--- src/rtl/counter_pkg.sv ---
// Shared constants and elaboration helpers for the up/down counter family.
package counter_pkg;

  localparam logic MODE_WRAP = 1'b0;
  localparam logic MODE_SAT  = 1'b1;
  localparam logic DIR_DOWN  = 1'b0;
  localparam logic DIR_UP    = 1'b1;

  // A power-of-two modulus lets the counter wrap through natural overflow.
  function automatic bit mod_is_pow2(input int width, input longint modulus);
    return modulus == (longint'(1) << width);
  endfunction

endpackage

--- src/rtl/mod_updown_counter_count_next.sv ---
// Combinational next-count logic: step, terminal detection and wrap flag.
module count_next
  import counter_pkg::*;
#(
  parameter int     WIDTH   = 8,
  parameter longint MODULUS = 256
) (
  input  logic [WIDTH-1:0] value,
  input  logic             up,
  input  logic             saturate,
  input  logic             enable,
  output logic [WIDTH-1:0] nextValue,
  output logic             atTerminal,
  output logic             wrap
);

  localparam logic [WIDTH-1:0] MAXVAL = WIDTH'(MODULUS - 1);
  localparam logic [WIDTH-1:0] ONE    = WIDTH'(1);
  localparam bit               POW2   = mod_is_pow2(WIDTH, MODULUS);

  logic [WIDTH-1:0] terminalValue;
  logic [WIDTH-1:0] stepValue;
  logic [WIDTH-1:0] wrapValue;

  assign terminalValue = (up == DIR_UP) ? MAXVAL : '0;
  assign atTerminal    = (value == terminalValue);
  assign stepValue     = (up == DIR_UP) ? value + ONE : value - ONE;
  assign wrapValue     = POW2 ? stepValue : ((up == DIR_UP) ? '0 : MAXVAL);

  always_comb begin
    nextValue = value;
    wrap      = 1'b0;
    if (enable) begin
      if (!atTerminal) begin
        nextValue = stepValue;
      end else if (saturate == MODE_WRAP) begin
        nextValue = wrapValue;
        wrap      = 1'b1;
      end
    end
  end

endmodule

--- src/rtl/mod_updown_counter.sv ---
// Up/down counter with programmable modulus, clamped parallel load,
// wrap/saturate mode and a combinational cascade output.
module mod_updown_counter
  import counter_pkg::*;
#(
  parameter int     WIDTH   = 8,
  parameter longint MODULUS = 256
) (
  input  logic             Clock,
  input  logic             Clear,
  input  logic             Enable,
  input  logic             Up,
  input  logic             Saturate,
  input  logic             Load,
  input  logic [WIDTH-1:0] LoadValue,
  output logic [WIDTH-1:0] CounterValue,
  output logic             TerminalCount,
  output logic             Wrapped
);

  if (WIDTH < 1 || WIDTH > 32 || MODULUS < 2 ||
      MODULUS > (longint'(1) << WIDTH)) begin : gBadParams
    $error("mod_updown_counter: illegal WIDTH/MODULUS combination");
  end

  localparam logic [WIDTH-1:0] MAXVAL = WIDTH'(MODULUS - 1);
  localparam logic [63:0]      MOD64  = 64'(MODULUS);

  logic [WIDTH-1:0] nextValue;
  logic [WIDTH-1:0] loadClamped;
  logic             atTerminal;
  logic             wrap;

  count_next #(
    .WIDTH  (WIDTH),
    .MODULUS(MODULUS)
  ) uNext (
    .value     (CounterValue),
    .up        (Up),
    .saturate  (Saturate),
    .enable    (Enable),
    .nextValue (nextValue),
    .atTerminal(atTerminal),
    .wrap      (wrap)
  );

  // Out-of-range loads pin to the top of the count range so the register
  // never holds a value outside 0..MODULUS-1.
  assign loadClamped   = (64'(LoadValue) >= MOD64) ? MAXVAL : LoadValue;
  assign TerminalCount = Enable & atTerminal;

  always_ff @(posedge Clock) begin
    if (Clear) begin
      CounterValue <= '0;
      Wrapped      <= 1'b0;
    end else if (Load) begin
      CounterValue <= loadClamped;
      Wrapped      <= 1'b0;
    end else begin
      CounterValue <= nextValue;
      Wrapped      <= wrap;
    end
  end

endmodule

--- config.mk ---
export PLATFORM = sky130hd
export DESIGN_NAME = mod_updown_counter
export DESIGN_NICKNAME = d
export VERILOG_FILES = /design/src/rtl/counter_pkg.sv /design/src/rtl/mod_updown_counter_count_next.sv /design/src/rtl/mod_updown_counter.sv
export SDC_FILE = /design/constraint.sdc
export NUM_CORES = 1
export LEC_CHECK = 0
export CAP_MARGIN = 20
export CORE_UTILIZATION = 40
export DETAILED_ROUTE_END_ITERATION = 10
export PLACE_DENSITY = 0.72
export SLEW_MARGIN = 20
export SYNTH_ARGS = -nofsm -noshare
export SYNTH_HDL_FRONTEND = slang
export SYNTH_SLANG_ARGS = --single-unit
--- constraint.sdc ---
create_clock -name Clock -period 1.7 [get_ports Clock]
set_clock_uncertainty 0.05 [all_clocks]
set_input_delay 0.17 -clock Clock [delete_from_list [all_inputs] [get_ports Clock]]
set_output_delay 0.17 -clock Clock [all_outputs]
set_load 0.005 [all_outputs]
==> results_dict.tcl, run 1 <==
set metrics [dict create \
    ys_ff_latch 9 \
    synth.top_cell.area_share_pct 24.3 \
    yosys.cell_count.top_type "nor2_1" \
    outcome "finished with violations" \
    synth_cell_type_count 35 \
    ys_seq_area_share_pct 24.3 \
    slew_headroom_pct 73.8 \
    drv_slew 0 \
    cp_max_fo 8 \
    violations "setup timing" \
    numPortBuffers 23 \
    track_usage_pct 25.5 \
    clk_latency_ns 0.27 \
    wl_per_cell_um 15.2 \
    final.setup.worst_slack_ns -0.169 \
    vias 803 \
    multi_input_area_um2 646 \
    drive_above_1_share_pct 42.7 \
    grt_pass1_vias 803 \
    globalRouteOverflowTotal 0 \
    die_h_um 45.0 \
    start_util_pct 42.9 \
    finalHoldViolCount 0 \
    wirelength_mm 2.36 \
    cts_tree "yes" \
    ys_warn_count 0 \
    powerDensity_mw_per_mm2 647 \
    dr.pass1.iters 4 \
    crit_required_ns 1.83 \
    arrival_ns 2.00 \
    final_area_mm2 0.00132 \
    cts_buffer_depth 2 \
    syn_inst 81 \
    gp_congestion 0.833 \
    ioPinCount 24 \
    cts_buffers 3 \
    worst_setup_path_end_kind "flop" \
    grt_max_degree 11 \
    rsz0062_at_grt "true" \
    finalCriticalPeriod_ns 1.87 \
    min_path_type "in2reg" \
    p_total_uw 855 \
    placed_area_mm2 0.00116 \
    antenna_found_initial 0 \
    dp_hpwl_mm 1.61 \
    synthTopCellsByArea "dfxtp_1 24%, ha_1 10%, a211oi_1 6.1%" \
    synthArstFlopShare_pct 0 \
    crit_type "reg2reg" \
    avgSynthCellArea_um2 9.14 \
    fmax_ghz 0.535 \
    yosysTopAreaCell "dfxtp_1" \
    setup_viol 9 \
    drt_iter0_markers 4 \
    drc 0 \
    final-seq-area_um2 188 \
    die_w_um 45.0 \
    ctsHoldBuffers 0 \
    num_rows 15 \
    viasPerCell 5.15 \
    synth_edf_count 0 \
    cts_sinks 9 \
    clk_pin_slew_ns 0.07 \
    min_period_over_period_pct 110 \
    leakage_uw 0.000551 \
    nFillCells 136 \
    diodes 0 \
    start_kind "flop" \
    cts_root_buffer "clkbuf_4" \
    ant_nets 0 \
    peakVddDrop_mv 0.553 \
    ys.flop_type "dfxtp_1" \
    grt_pass1_wl_mm 3.67 \
    drv_cap 0 \
    syn_nets 102 \
    nets 153 \
    synth_area_um2 741 \
    area_delta_synth_final_pct 78.5 \
    worst_pin_slew_ns 0.392 \
    fp.coreArea_mm2 0.00173 \
    die_area_mm2 0.00203 \
    synth_common_cells "10 x nor2_1, 9 x dfxtp_1, 8 x nand2_1" \
    htree_levels 1 \
]
-- per-stage QoR --
stage	instances	worst slack [ns]	util, %	hold slack [ns]	setup TNS (ns)
2_1_floorplan	81	-0.0839	-	0.279	-0.441
4_1_cts	155	-0.170	72.9	0.422	-1.25
3_3_place_gp	148	-0.757	67.4	0.508	-6.79
3_5_place_dp	148	-0.850	67.4	0.523	-7.52
6_report	156	-0.169	76.6	0.420	-0.967
5_1_grt	156	-0.238	76.6	0.454	-1.66
-- flip-flops by register name, indices dropped and copies added (netlist names) --
register,count
CounterValue,8
Wrapped,1
-- worst paths after layout --
| path | start | end | slack [ns] | cells after the start |
|---|---|---|---|---|
| setup / recovery | CounterValue[2] | CounterValue[0] | -0.17 | 7 |
| hold / removal | LoadValue[4] | CounterValue[4] | 0.42 | 3 |
| hold reg to reg | CounterValue[7] | CounterValue[7] | 0.59 | 3 |
| setup reg to reg | CounterValue[2] | CounterValue[0] | -0.17 | 7 |
-- worst max-delay path, stage by stage (launching register included) --
cell       delay, ns
dfxtp_4         0.35
ha_4            0.28
nand2_4         0.05
a2111oi_4       0.33
buf_4           0.19
a21boi_4        0.11
xnor2_2         0.19
a211oi_2        0.23
-- where the power goes --
group          leakage (uW)  internal, uW  switching, uW
clock             0.0000150          90.9           88.6
sequential        0.0000761           231           16.1
combinational      0.000460           241            187
-- kinds of logic (layout without fill, tap and decap cells) --
kind of cell | after synthesis | in the layout | share of synthesized area [%]
simple gates | 27 | 27 | 18.2
compound gates | 23 | 23 | 28.2
flops | 9 | 9 | 24.3
fa+ha+maj | 7 | 7 | 12.8
xor+xnor | 7 | 7 | 8.28
buf+inv | 5 | 55 | 4.05
mux | 3 | 3 | 4.05
-- per-layer routing --
| metal | wire, um | vias to the layer above | GRT usage, % |
|---|---|---|---|
| li1 | - | 401 | - |
| met1 | 998 | 367 | 31.9 |
| met5 | 0 | - | 0 |
| met4 | 57 | 0 | 10.9 |
| met2 | 1210 | 29 | 43.2 |
| met3 | 102 | 6 | 4.00 |
-- repair_timing --
action | CTS | global route
pin swaps | 13 | 9
endpoints found under the setup margin | 10 | 9
resized for setup | 17 | 13
buffers inserted | 4 | 1
-- final cells by class --
type                            instances  area share, %
Clock buffer                            4           1.99
Tap cell                               25           2.37
Timing Repair Buffer                   49           31.9
Inverter                                2          0.757
Multi-Input combinational cell         67           48.8
Sequential cell                         9           14.2
-- cell usage in the layout (no fill, tap or decap), types with 2 or more instances in the layout --
cell / instances
a211oi_1: 3
dfxtp_1: 5
mux2i_1: 3
nor2_1: 10
dfxtp_2: 3
clkbuf_4: 3
clkdlybuf4s50_1: 21
o211ai_1: 2
a211oi_2: 2
ha_1: 2
buf_4: 26
xor2_1: 4
nand2_1: 6
nand3b_1: 2
ha_4: 4
xnor2_1: 2
Note: power is estimated with default switching activity, not from simulation.
==> inputs of run 2 (changes only) <==
--- a/config.mk
+++ b/config.mk
@@ -6,6 +6,7 @@
 export NUM_CORES = 1
 export LEC_CHECK = 0
 export CAP_MARGIN = 20
+export CORE_MARGIN = 2
 export CORE_UTILIZATION = 40
 export DETAILED_ROUTE_END_ITERATION = 10
 export PLACE_DENSITY = 0.72
==> results_dict.tcl, run 2 (synthesized netlist as in run 1, its figures left out) <==
set metrics [dict create \
    dp_hpwl_mm 1.59 \
    start_util_pct 42.9 \
    slew_headroom_pct 74.3 \
    num_rows 15 \
    mostFrequentLayoutCell "buf_4" \
    final_core_util_pct 76.8 \
    cts_root_buffer "clkbuf_4" \
    dr.pass1.iters 4 \
    arrival_ns 1.65 \
    min_period_over_period_pct 110 \
    numPortBuffers 23 \
    violations "setup timing" \
    leakage_uw 0.000544 \
    final.setup.worst_slack_ns -0.172 \
    nets 153 \
    largest_reg_flops 8 \
    gp_congestion 0.827 \
    rsz0062_at_grt "true" \
    htree_levels 1 \
    area_delta_synth_final_pct 79.1 \
    worst_setup_path_end_kind "output port" \
    drt-met1-wl_um 998 \
    ant_nets 0 \
    grt_pass1_vias 823 \
    setup_viol 9 \
    ioPinCount 24 \
    cts_buffer_depth 2 \
    cts_buffers 3 \
    globalRouteOverflowTotal 0 \
    vias 830 \
    r2r_slack_ns -0.17 \
    viasPerCell 5.32 \
    track_usage_pct 23.4 \
    clk_latency_ns 0.27 \
    most-common-layout-cells "22 x buf_4, 21 x clkdlybuf4s50_1, 9 x nor2_1, 7 x nand2_1, 5 x dfxtp_2" \
    die_area_mm2 0.00221 \
    drive_above_1_share_pct 40.5 \
    die_h_um 47.0 \
    peakVddDrop_mv 0.393 \
    crit_required_ns 1.48 \
    max_flop_register "CounterValue" \
    drt_iter0_markers 22 \
    placed_area_mm2 0.00118 \
    die_w_um 47.0 \
    grt_max_degree 11 \
    drv_slew 0 \
    top_regs "CounterValue (8), Wrapped (1)" \
    nFillCells 127 \
    powerDensity_mw_per_mm2 650 \
    finalCriticalPeriod_ns 1.87 \
    start_kind "flop" \
    diodes 0 \
    wl_per_cell_um 15.8 \
    fp.coreArea_mm2 0.00173 \
    cts_sinks 9 \
    outcome "finished with violations" \
    crit_type "reg2out" \
    met3RoutedLength_um 207 \
    drv_cap 0 \
    wirelength_mm 2.47 \
    highest_layer "met4" \
    grt_pass1_wl_mm 3.64 \
    antenna_found_initial 0 \
    min_path_type "in2reg" \
    clk_pin_slew_ns 0.07 \
    cts_tree "yes" \
    route.met2.wl_mm 1.20 \
    finalHoldViolCount 0 \
    cp_max_fo 3 \
    worst_pin_slew_ns 0.383 \
    drc 0 \
    fmax_ghz 0.534 \
    final_area_mm2 0.00133 \
]
-- run 2: cell count changes in the layout (fill, tap and decap cells not counted), sizes merged --
cell and change:
dlygate4sd2 +1, clkbuf -1, buf -1, a21boi +1
-- run 2: final cells by class --
| type | instances | area, um2 | share of cell area, % |
|---|---|---|---|
| tap | 25 | 31.3 | 2.36 |
| clock buffer | 4 | 26.3 | 1.98 |
| sequential | 9 | 186 | 14.1 |
| timing repair buffer | 48 | 429 | 32.4 |
| multi-input combinational | 68 | 643 | 48.5 |
| inverter | 2 | 10.0 | 0.755 |
-- run 2: where the power goes --
part | switching [uW] | internal, uW
sequential | 18.4 | 232
combinational | 188 | 243
clock | 90.0 | 90.8
-- run 2: repair_timing --
| item | CTS | global route |
|---|---|---|
| buffers inserted | 1 | 0 |
| endpoints found under the setup margin | 10 | 9 |
| cloned | 1 | 0 |
| hold buffers | 0 | 0 |
| pin swaps | 18 | 3 |
| resized for setup | 22 | 6 |
-- run 2: final timing paths --
path | from | endpoint | cells past startpoint
worst max-delay path | CounterValue[7] | TerminalCount | 4
worst max register to register | CounterValue[7] | CounterValue[3] | 6
worst min-delay path | LoadValue[4] | CounterValue[4] | 3
worst min register to register | CounterValue[7] | CounterValue[7] | 3
-- run 2: critical path: stages (launching register included) --
cell and delay, ns:
dfxtp_2 0.34, or3_4 0.39, a2111oi_4 0.34, and2_4 0.21
buf_6 0.08
-- run 2: stage by stage --
| step | setup TNS [ns] | hold WS [ns] | cells | total power [uW] | setup slack, ns |
|---|---|---|---|---|---|
| after floorplan | -0.441 | 0.279 | 81 | 438 | -0.0839 |
| after global placement | -6.69 | 0.584 | 150 | 605 | -0.758 |
| after detailed placement | -6.98 | 0.600 | 150 | 612 | -0.786 |
| after CTS | -0.886 | 0.418 | 156 | 832 | -0.139 |
| after global routing | -1.94 | 0.456 | 156 | 907 | -0.259 |
| final | -1.26 | 0.409 | 156 | 862 | -0.172 |
-- run 2: per-layer routing --
metal,global-route usage [%],up-vias
met1,29.0,379
met3,5.38,8
met5,0,-
met2,38.6,40
met4,10.6,0
li1,-,403
==> inputs of run 3 (changes only) <==
--- a/config.mk
+++ b/config.mk
@@ -5,6 +5,7 @@
 export SDC_FILE = /design/constraint.sdc
 export NUM_CORES = 1
 export LEC_CHECK = 0
+export ABC_AREA = 0
 export CAP_MARGIN = 20
 export CORE_MARGIN = 2
 export CORE_UTILIZATION = 40
==> results of run 3 <==
Same layout as run 2: the final DEF is identical, and so are final timing and power.
